`src/rtl/csr_regfile_if.sv`:
```
// CSR register file shared types and the CSR Unit <-> register file interface.
// csr_csru_if.csrrf is the register-file side; master/slave give generic roles.
package csr_pkg;
    localparam int unsigned XLEN = 32;

    typedef enum logic [11:0] {
        MSTATUS   = 12'h300,
        MISA      = 12'h301,
        MIE       = 12'h304,
        MTVEC     = 12'h305,
        MSCRATCH  = 12'h340,
        MEPC      = 12'h341,
        MCAUSE    = 12'h342,
        MTVAL     = 12'h343,
        MIP       = 12'h344,
        MCYCLE    = 12'hB00,
        MINSTRET  = 12'hB02,
        MCYCLEH   = 12'hB80,
        MINSTRETH = 12'hB82,
        MHARTID   = 12'hF14
    } csr_name_e;

    typedef struct packed {
        logic      valid;
        csr_name_e name;
    } csr_read_req_t;

    typedef struct packed {
        logic            valid;
        csr_name_e       name;
        logic [XLEN-1:0] data;
    } csr_write_req_t;

    typedef struct packed {
        logic            valid;
        logic [XLEN-1:0] data;
    } csr_read_res_t;
endpackage

interface csr_csru_if;
    import csr_pkg::*;

    csr_read_req_t  read_req;
    csr_write_req_t write_req;
    csr_read_res_t  read_res;

    modport master (output read_req, output write_req, input read_res);
    modport slave  (input read_req, input write_req, output read_res);
    modport csrrf  (input read_req, input write_req, output read_res);
endinterface

```
`src/rtl/csr_regfile.sv`:
```
// Machine-mode CSR register file with WARL write masks and 1-cycle read latency.
// Optional macro CSR_COUNTERS_EN adds the 64-bit mcycle/minstret counters.
module csr_regfile
    import csr_pkg::*;
#(
    parameter logic [XLEN-1:0] HART_ID     = 32'd0,
    parameter logic [XLEN-1:0] MISA_VALUE  = 32'h4000_0100,
    parameter logic [XLEN-1:0] RESET_MTVEC = 32'h0000_0000
) (
    input  logic            clk,
    input  logic            rst,
    csr_csru_if.csrrf       csru,
    input  logic            retire_valid,
    output logic [XLEN-1:0] mtvec_o,
    output logic [XLEN-1:0] mepc_o,
    output logic            mie_global_o
);

    logic            mstatus_mie;
    logic            mstatus_mpie;
    logic [XLEN-1:0] mie_q;
    logic [XLEN-1:0] mtvec_q;
    logic [XLEN-1:0] mscratch_q;
    logic [XLEN-1:0] mepc_q;
    logic [XLEN-1:0] mcause_q;
    logic [XLEN-1:0] mtval_q;
    logic [XLEN-1:0] mstatus_rd;
    logic [XLEN-1:0] rdata;
    logic [XLEN-1:0] wdata;

    // MPP is hardwired to machine mode; only MIE and MPIE are stored.
    assign mstatus_rd = {19'd0, 2'b11, 3'd0, mstatus_mpie, 3'd0, mstatus_mie, 3'd0};
    assign wdata      = csru.write_req.data;

`ifdef CSR_COUNTERS_EN
    logic [63:0] mcycle_q;
    logic [63:0] minstret_q;
`else
    logic unused_retire;
    assign unused_retire = retire_valid;
`endif

    always_comb begin
        rdata = '0;
        unique case (csru.read_req.name)
            MSTATUS:   rdata = mstatus_rd;
            MISA:      rdata = MISA_VALUE;
            MIE:       rdata = mie_q;
            MTVEC:     rdata = mtvec_q;
            MSCRATCH:  rdata = mscratch_q;
            MEPC:      rdata = mepc_q;
            MCAUSE:    rdata = mcause_q;
            MTVAL:     rdata = mtval_q;
            MHARTID:   rdata = HART_ID;
`ifdef CSR_COUNTERS_EN
            MCYCLE:    rdata = mcycle_q[31:0];
            MCYCLEH:   rdata = mcycle_q[63:32];
            MINSTRET:  rdata = minstret_q[31:0];
            MINSTRETH: rdata = minstret_q[63:32];
`endif
            default:   rdata = '0;
        endcase
    end

    always_ff @(posedge clk) begin
        if (rst) begin
            csru.read_res.valid <= 1'b0;
            csru.read_res.data  <= '0;
        end else if (csru.read_req.valid) begin
            csru.read_res.valid <= 1'b1;
            csru.read_res.data  <= rdata;
        end else begin
            csru.read_res.valid <= 1'b0;
        end
    end

    always_ff @(posedge clk) begin
        if (rst) begin
            mstatus_mie  <= 1'b0;
            mstatus_mpie <= 1'b0;
            mie_q        <= '0;
            mtvec_q      <= RESET_MTVEC;
            mscratch_q   <= '0;
            mepc_q       <= '0;
            mcause_q     <= '0;
            mtval_q      <= '0;
        end else if (csru.write_req.valid) begin
            case (csru.write_req.name)
                MSTATUS: begin
                    mstatus_mie  <= wdata[3];
                    mstatus_mpie <= wdata[7];
                end
                MIE:      mie_q      <= wdata;
                MTVEC:    mtvec_q    <= {wdata[31:2], 2'b00};
                MSCRATCH: mscratch_q <= wdata;
                MEPC:     mepc_q     <= {wdata[31:2], 2'b00};
                MCAUSE:   mcause_q   <= {wdata[31], 27'd0, wdata[3:0]};
                MTVAL:    mtval_q    <= wdata;
                default: ;
            endcase
        end
    end

`ifdef CSR_COUNTERS_EN
    // A software write to either half replaces that cycle's increment.
    always_ff @(posedge clk) begin
        if (rst) begin
            mcycle_q   <= '0;
            minstret_q <= '0;
        end else begin
            mcycle_q   <= mcycle_q + 64'd1;
            minstret_q <= minstret_q + {63'd0, retire_valid};
            if (csru.write_req.valid) begin
                case (csru.write_req.name)
                    MCYCLE:    mcycle_q   <= {mcycle_q[63:32], wdata};
                    MCYCLEH:   mcycle_q   <= {wdata, mcycle_q[31:0]};
                    MINSTRET:  minstret_q <= {minstret_q[63:32], wdata};
                    MINSTRETH: minstret_q <= {wdata, minstret_q[31:0]};
                    default: ;
                endcase
            end
        end
    end
`endif

    assign mtvec_o      = mtvec_q;
    assign mepc_o       = mepc_q;
    assign mie_global_o = mstatus_mie;

endmodule

```
`src/flat_wrapper.sv`:
```
// flat-port wrapper written by rule: the top's interface ports become plain ports
module csr_regfile_flat import csr_pkg::*;
#(
    parameter logic [XLEN-1:0] HART_ID     = 32'd0,
    parameter logic [XLEN-1:0] MISA_VALUE  = 32'h4000_0100,
    parameter logic [XLEN-1:0] RESET_MTVEC = 32'h0000_0000
)
  (clk, rst, retire_valid, mtvec_o, mepc_o, mie_global_o, csru_read_req, csru_write_req, csru_read_res);
  csr_csru_if csru_i ();
  input  logic clk;
  input  logic rst;
  input  logic retire_valid;
  output logic [XLEN-1:0] mtvec_o;
  output logic [XLEN-1:0] mepc_o;
  output logic mie_global_o;
  input wire logic [$bits(csru_i.read_req)-1:0] csru_read_req;
  input wire logic [$bits(csru_i.write_req)-1:0] csru_write_req;
  output wire logic [$bits(csru_i.read_res)-1:0] csru_read_res;
  assign csru_i.read_req = csru_read_req;
  assign csru_i.write_req = csru_write_req;
  assign csru_read_res = csru_i.read_res;
  csr_regfile #(.HART_ID(HART_ID), .MISA_VALUE(MISA_VALUE), .RESET_MTVEC(RESET_MTVEC)) u_core (.clk(clk), .rst(rst), .csru(csru_i), .retire_valid(retire_valid), .mtvec_o(mtvec_o), .mepc_o(mepc_o), .mie_global_o(mie_global_o));
endmodule
```
`config.mk`:
```
export PLATFORM = sky130hd
export DESIGN_NAME = csr_regfile_flat
export DESIGN_NICKNAME = d
export VERILOG_FILES = /design/src/rtl/csr_regfile_if.sv /design/src/rtl/csr_regfile.sv /design/src/flat_wrapper.sv
export SDC_FILE = /design/constraint.sdc
export NUM_CORES = 1
export LEC_CHECK = 0
export CORE_MARGIN = 1.5
export CORE_UTILIZATION = 48
export CTS_CLUSTER_SIZE = 28
export DETAILED_ROUTE_END_ITERATION = 10
export PLACE_DENSITY_LB_ADDON = 0.25
export REMOVE_ABC_BUFFERS = 1
export SLEW_MARGIN = 20
export SYNTH_ARGS = -nofsm -noshare
export SYNTH_HDL_FRONTEND = slang
export SYNTH_SLANG_ARGS = --single-unit
```
`constraint.sdc`:
```
create_clock -name clk -period 1.9 [get_ports clk]
set_input_delay 0.19 -clock clk [delete_from_list [all_inputs] [get_ports clk]]
set_output_delay 0.19 -clock clk [all_outputs]
set_load 0.01 [all_outputs]
```
==> summary.md, run 1 <==
| Metric | Value |
|---|---|
| Via count | `just over 8000` |
| Clock Skew | `between 0.007 and 0.008 ns` |
| Fmax | `roughly 570 MHz` |
| WL/cell | `about 18 um` |
| Clk slew on worst S/H paths | `around 0.07 ns` |
| Synth Warn # | `0` |
| Synth Area in Compound Gates | `0.215` |
| Clock Latency Late Sink | `~0.44 ns` |
| Vias per cell | `just under 6` |
| Max-Cap Viols | `0` |
| Register bit count reported by yosys | `a little under 200` |
| Slew margin rel. | `0.630` |
| Arrival @ worst endpoint | `2.12 ns` |
| Worst setup SP type | `primary input` |
| Area contributors post-synth | `dfxtp_1 47%, nand2_1 16%, a21oi_1 9.7%` |
| HP Class | `primary input to flip-flop` |
| DRC viols | `0` |
| # IOs | `~160` |
| Kind of end point of the critical path | `flip-flop` |
| Cell Area, Placed | `around 0.011 mm^2` |
| Multiplexer share of the synthesized area | `0.0378` |
| Post-layout minimum cycle time | `1.76 ns` |
| RSZ-0062 raised after global routing | `yes` |
| Crit-path leading delay family | `simple AND/OR/NAND/NOR gates` |
| PwrDens | `between 700 and 800 mW/mm^2` |
| GRT Overall Usage | `0.289` |
| Dpl ws | `-0.396 ns` |
| Final ANT Viol Nets | `0` |
| Final Setup Violations | `0` |
| Total wire length | `between 20 and 30 mm` |
| GP Congestion | `0.924` |
| Vias in the first global route | `a little under 8000` |
| Worst Path Buf+Inv | `2` |
| Layout cell share with drive strength beyond 1 | `0.119` |
| Simple-gate portion of the synthesized area | `0.227` |
| Synthesized area per cell | `8.12 um^2` |
| Initial Util | `0.496` |
| Asr flop ratio synth | `0` |
| Slew Viols, Final | `0` |
| Crit path largest cell delay | `around 0.45 ns` |
| Unique masters post-synth | `61` |
| Worst path most repeated cell | `and4b_1` |
| Initial DRC Count | `847` |
| Most frequent cells in the layout | `344 x nand2_1, 196 x dfxtp_1, 161 x a21oi_1` |
| XOR/XNOR Fraction of Synth Area | `0` |
| Post_cts resized | `0` |
| Clock buffer depth | `2` |
| Worst-path cell chain | `clkdlybuf4s50_1 -> nor4bb_2 -> and4b_1 -> and4b_1 -> buf_12 -> nand2_1 -> a21oi_1` |
| TritonCTS clock tree | `built` |
| N_diodes | `0` |
| Area of the core | `about 0.017 mm^2` |
| Post-CTS Setup Bufs | `0` |
| Static leakage | `about 3.7 nW` |
| Hold-fix buffers at CTS | `0` |
| First-pass GRT wire length | `~41 mm` |
| Fin crit share | `0.927` |
| Post-synth top area share | `0.474` |
| Root buf cell | `clkbuf_16` |
| Commonest non-fill, non-tap cell in the layout | `nand2_1` |
| CP Max Fanout | `24` |
| Clock H-tree levels | `4` |
| Synth Flop Type | `dfxtp_1` |
| Register area share after synthesis | `0.474` |
| Cell Area, Synth | `0.00829 mm^2` |
| DRT Pass-1 Iters | `6` |
| Pin count of the biggest net entering global routing | `65` |
| Initial antenna violation count | `0` |
| Cell count after synthesis | `just over 1000` |
| Met3 usage | `0.0446` |
| Post-layout nets | `~1300` |
| Overflow after GRT | `0` |
| # rows | `47` |
| Clock sinks | `around 200` |
| Final hold vios | `0` |
| Met1 usage | `0.382` |
| Largest family of logic cells by synthesized area | `simple AND/OR/NAND/NOR gates` |
| Met2 layer usage reported by global route | `0.477` |
| Setup ws final | `about 0.14 ns` |
| Fin area | `approximately 0.011 mm^2` |
| Input/output buffers | `~150` |
| Grt peak-use layer | `met2` |
| Slowest cell on the critical path | `clkdlybuf4s50_1` |
| Die Footprint | `~0.018 mm^2` |
| Synthesized-area fraction occupied by adder cells | `0` |
| Status | `finished, final reports clean` |
| WP data required | `~2.3 ns` |
| DP Wirelength | `between 15 and 20 mm` |
| Die width | `134 um` |
| Number of synthesized flops with an enable pin | `0` |
| Peak VDD IR | `0.000677 V` |
| Post-synth top area cell | `dfxtp_1` |
| Die H | `between 100 and 150 um` |
| Area growth, synth to finish | `34.6%` |
| Cts bufs inserted | `17` |
| Crit Path Category | `primary input to flip-flop` |
| Worst slew pin tran | `around 0.56 ns` |
[sequential cells by signal (all words and copies together), names as in the netlist]
register	flops
u_core.mtval_q	32
u_core.mscratch_q	32
u_core.mepc_o	30
u_core.mtvec_o	30
u_core.mie_global_o	1
u_core.csru.read_res	33
u_core.mie_q	32
u_core.mstatus_mpie	1
u_core.mcause_q	5
[worst register-to-register path: cells and delay by family, from the launching register on]
kind,cells,cell delay (ns)
compound gates,3,0.83
flops,1,0.33
mux,1,0.29
simple gates,1,0.08
[cell families after synthesis]
| kind of cell | Yosys count |
|---|---|
| and+or+nand+nor | 436 |
| DFF | 196 |
| AOI/OAI and AO/OA | 271 |
| muxes | 31 |
| buffers and inverters | 85 |
| other | 1 |
[stage by stage]
stage	power, mW	instances	setup TNS (ns)	hold WS [ns]	utilization
2_1_floorplan	4.29	940	-88.36	0.256	-
3_3_place_gp	4.66	1393	-43.70	0.437	0.630
3_5_place_dp	4.66	1393	-62.44	0.443	0.630
4_1_cts	8.24	1425	0	0.178	0.666
5_1_grt	8.46	1425	-0.109	0.182	0.668
6_report	8.23	1425	0	0.173	0.668
[layer usage]
metal,vias to the layer above,routed length [um]
li1,3895,-
met1,3905,10700
met3,46,1900
met5,-,0
met2,372,12300
met4,0,547
[power by group]
group / total (mW) / switching [mW] / internal (mW) / leakage [nW]
clock: 3.65 / 1.62 / 2.03 / 0.296
combinational: 0.466 / 0.253 / 0.213 / 1.78
sequential: 4.11 / 0.00153 / 4.11 / 1.58
total: 8.23 / 1.88 / 6.35 / 3.65
[cells in the mapped netlist (5+ instances only)]
cell / n
a22oi_1: 20
dfxtp_1: 196
a221oi_2: 10
a22o_1: 13
nand2_1: 344
nand3_1: 6
clkbuf_1: 51
nor3_1: 5
nor2b_1: 10
o2bb2ai_1: 5
nor2_1: 31
a222oi_1: 13
a221oi_1: 23
nand4_1: 5
buf_2: 24
a21oi_1: 161
mux2i_1: 29
[area by class of cell]
cell class | count | area (um^2)
fill | 1365 | 5550
multi-input combinational | 742 | 4050
sequential | 196 | 3920
timing repair buffer | 233 | 2290
clock buffer | 19 | 453
tap | 220 | 275
clock inverter | 13 | 151
inverter | 2 | 7.51
[worst paths after layout]
kind | startpoint | to | slack, ns | cells after the start
max reg2reg | u_core.mepc_o[31]$_SDFFE_PP0P_ | u_core.csru.read_res[31]$_SDFFE_PP0P_ | 0.26 | 5
min reg2reg | u_core.mscratch_q[6]$_SDFFE_PP0P_ | u_core.mscratch_q[6]$_SDFFE_PP0P_ | 0.45 | 2
min | rst | u_core.mcause_q[1]$_SDFFE_PP0P_ | 0.17 | 2
max | csru_write_req[41] | u_core.mie_q[16]$_SDFFE_PP0P_ | 0.14 | 7
No activity file was read; power rests on OpenSTA's default activity.
==> run 2: changes to the inputs <==
Settings changed: ABC_CLOCK_PERIOD_IN_PS from default to 1900.
==> results of run 2 <==
The final DEF is identical to that of run 1; final timing and power are the same.
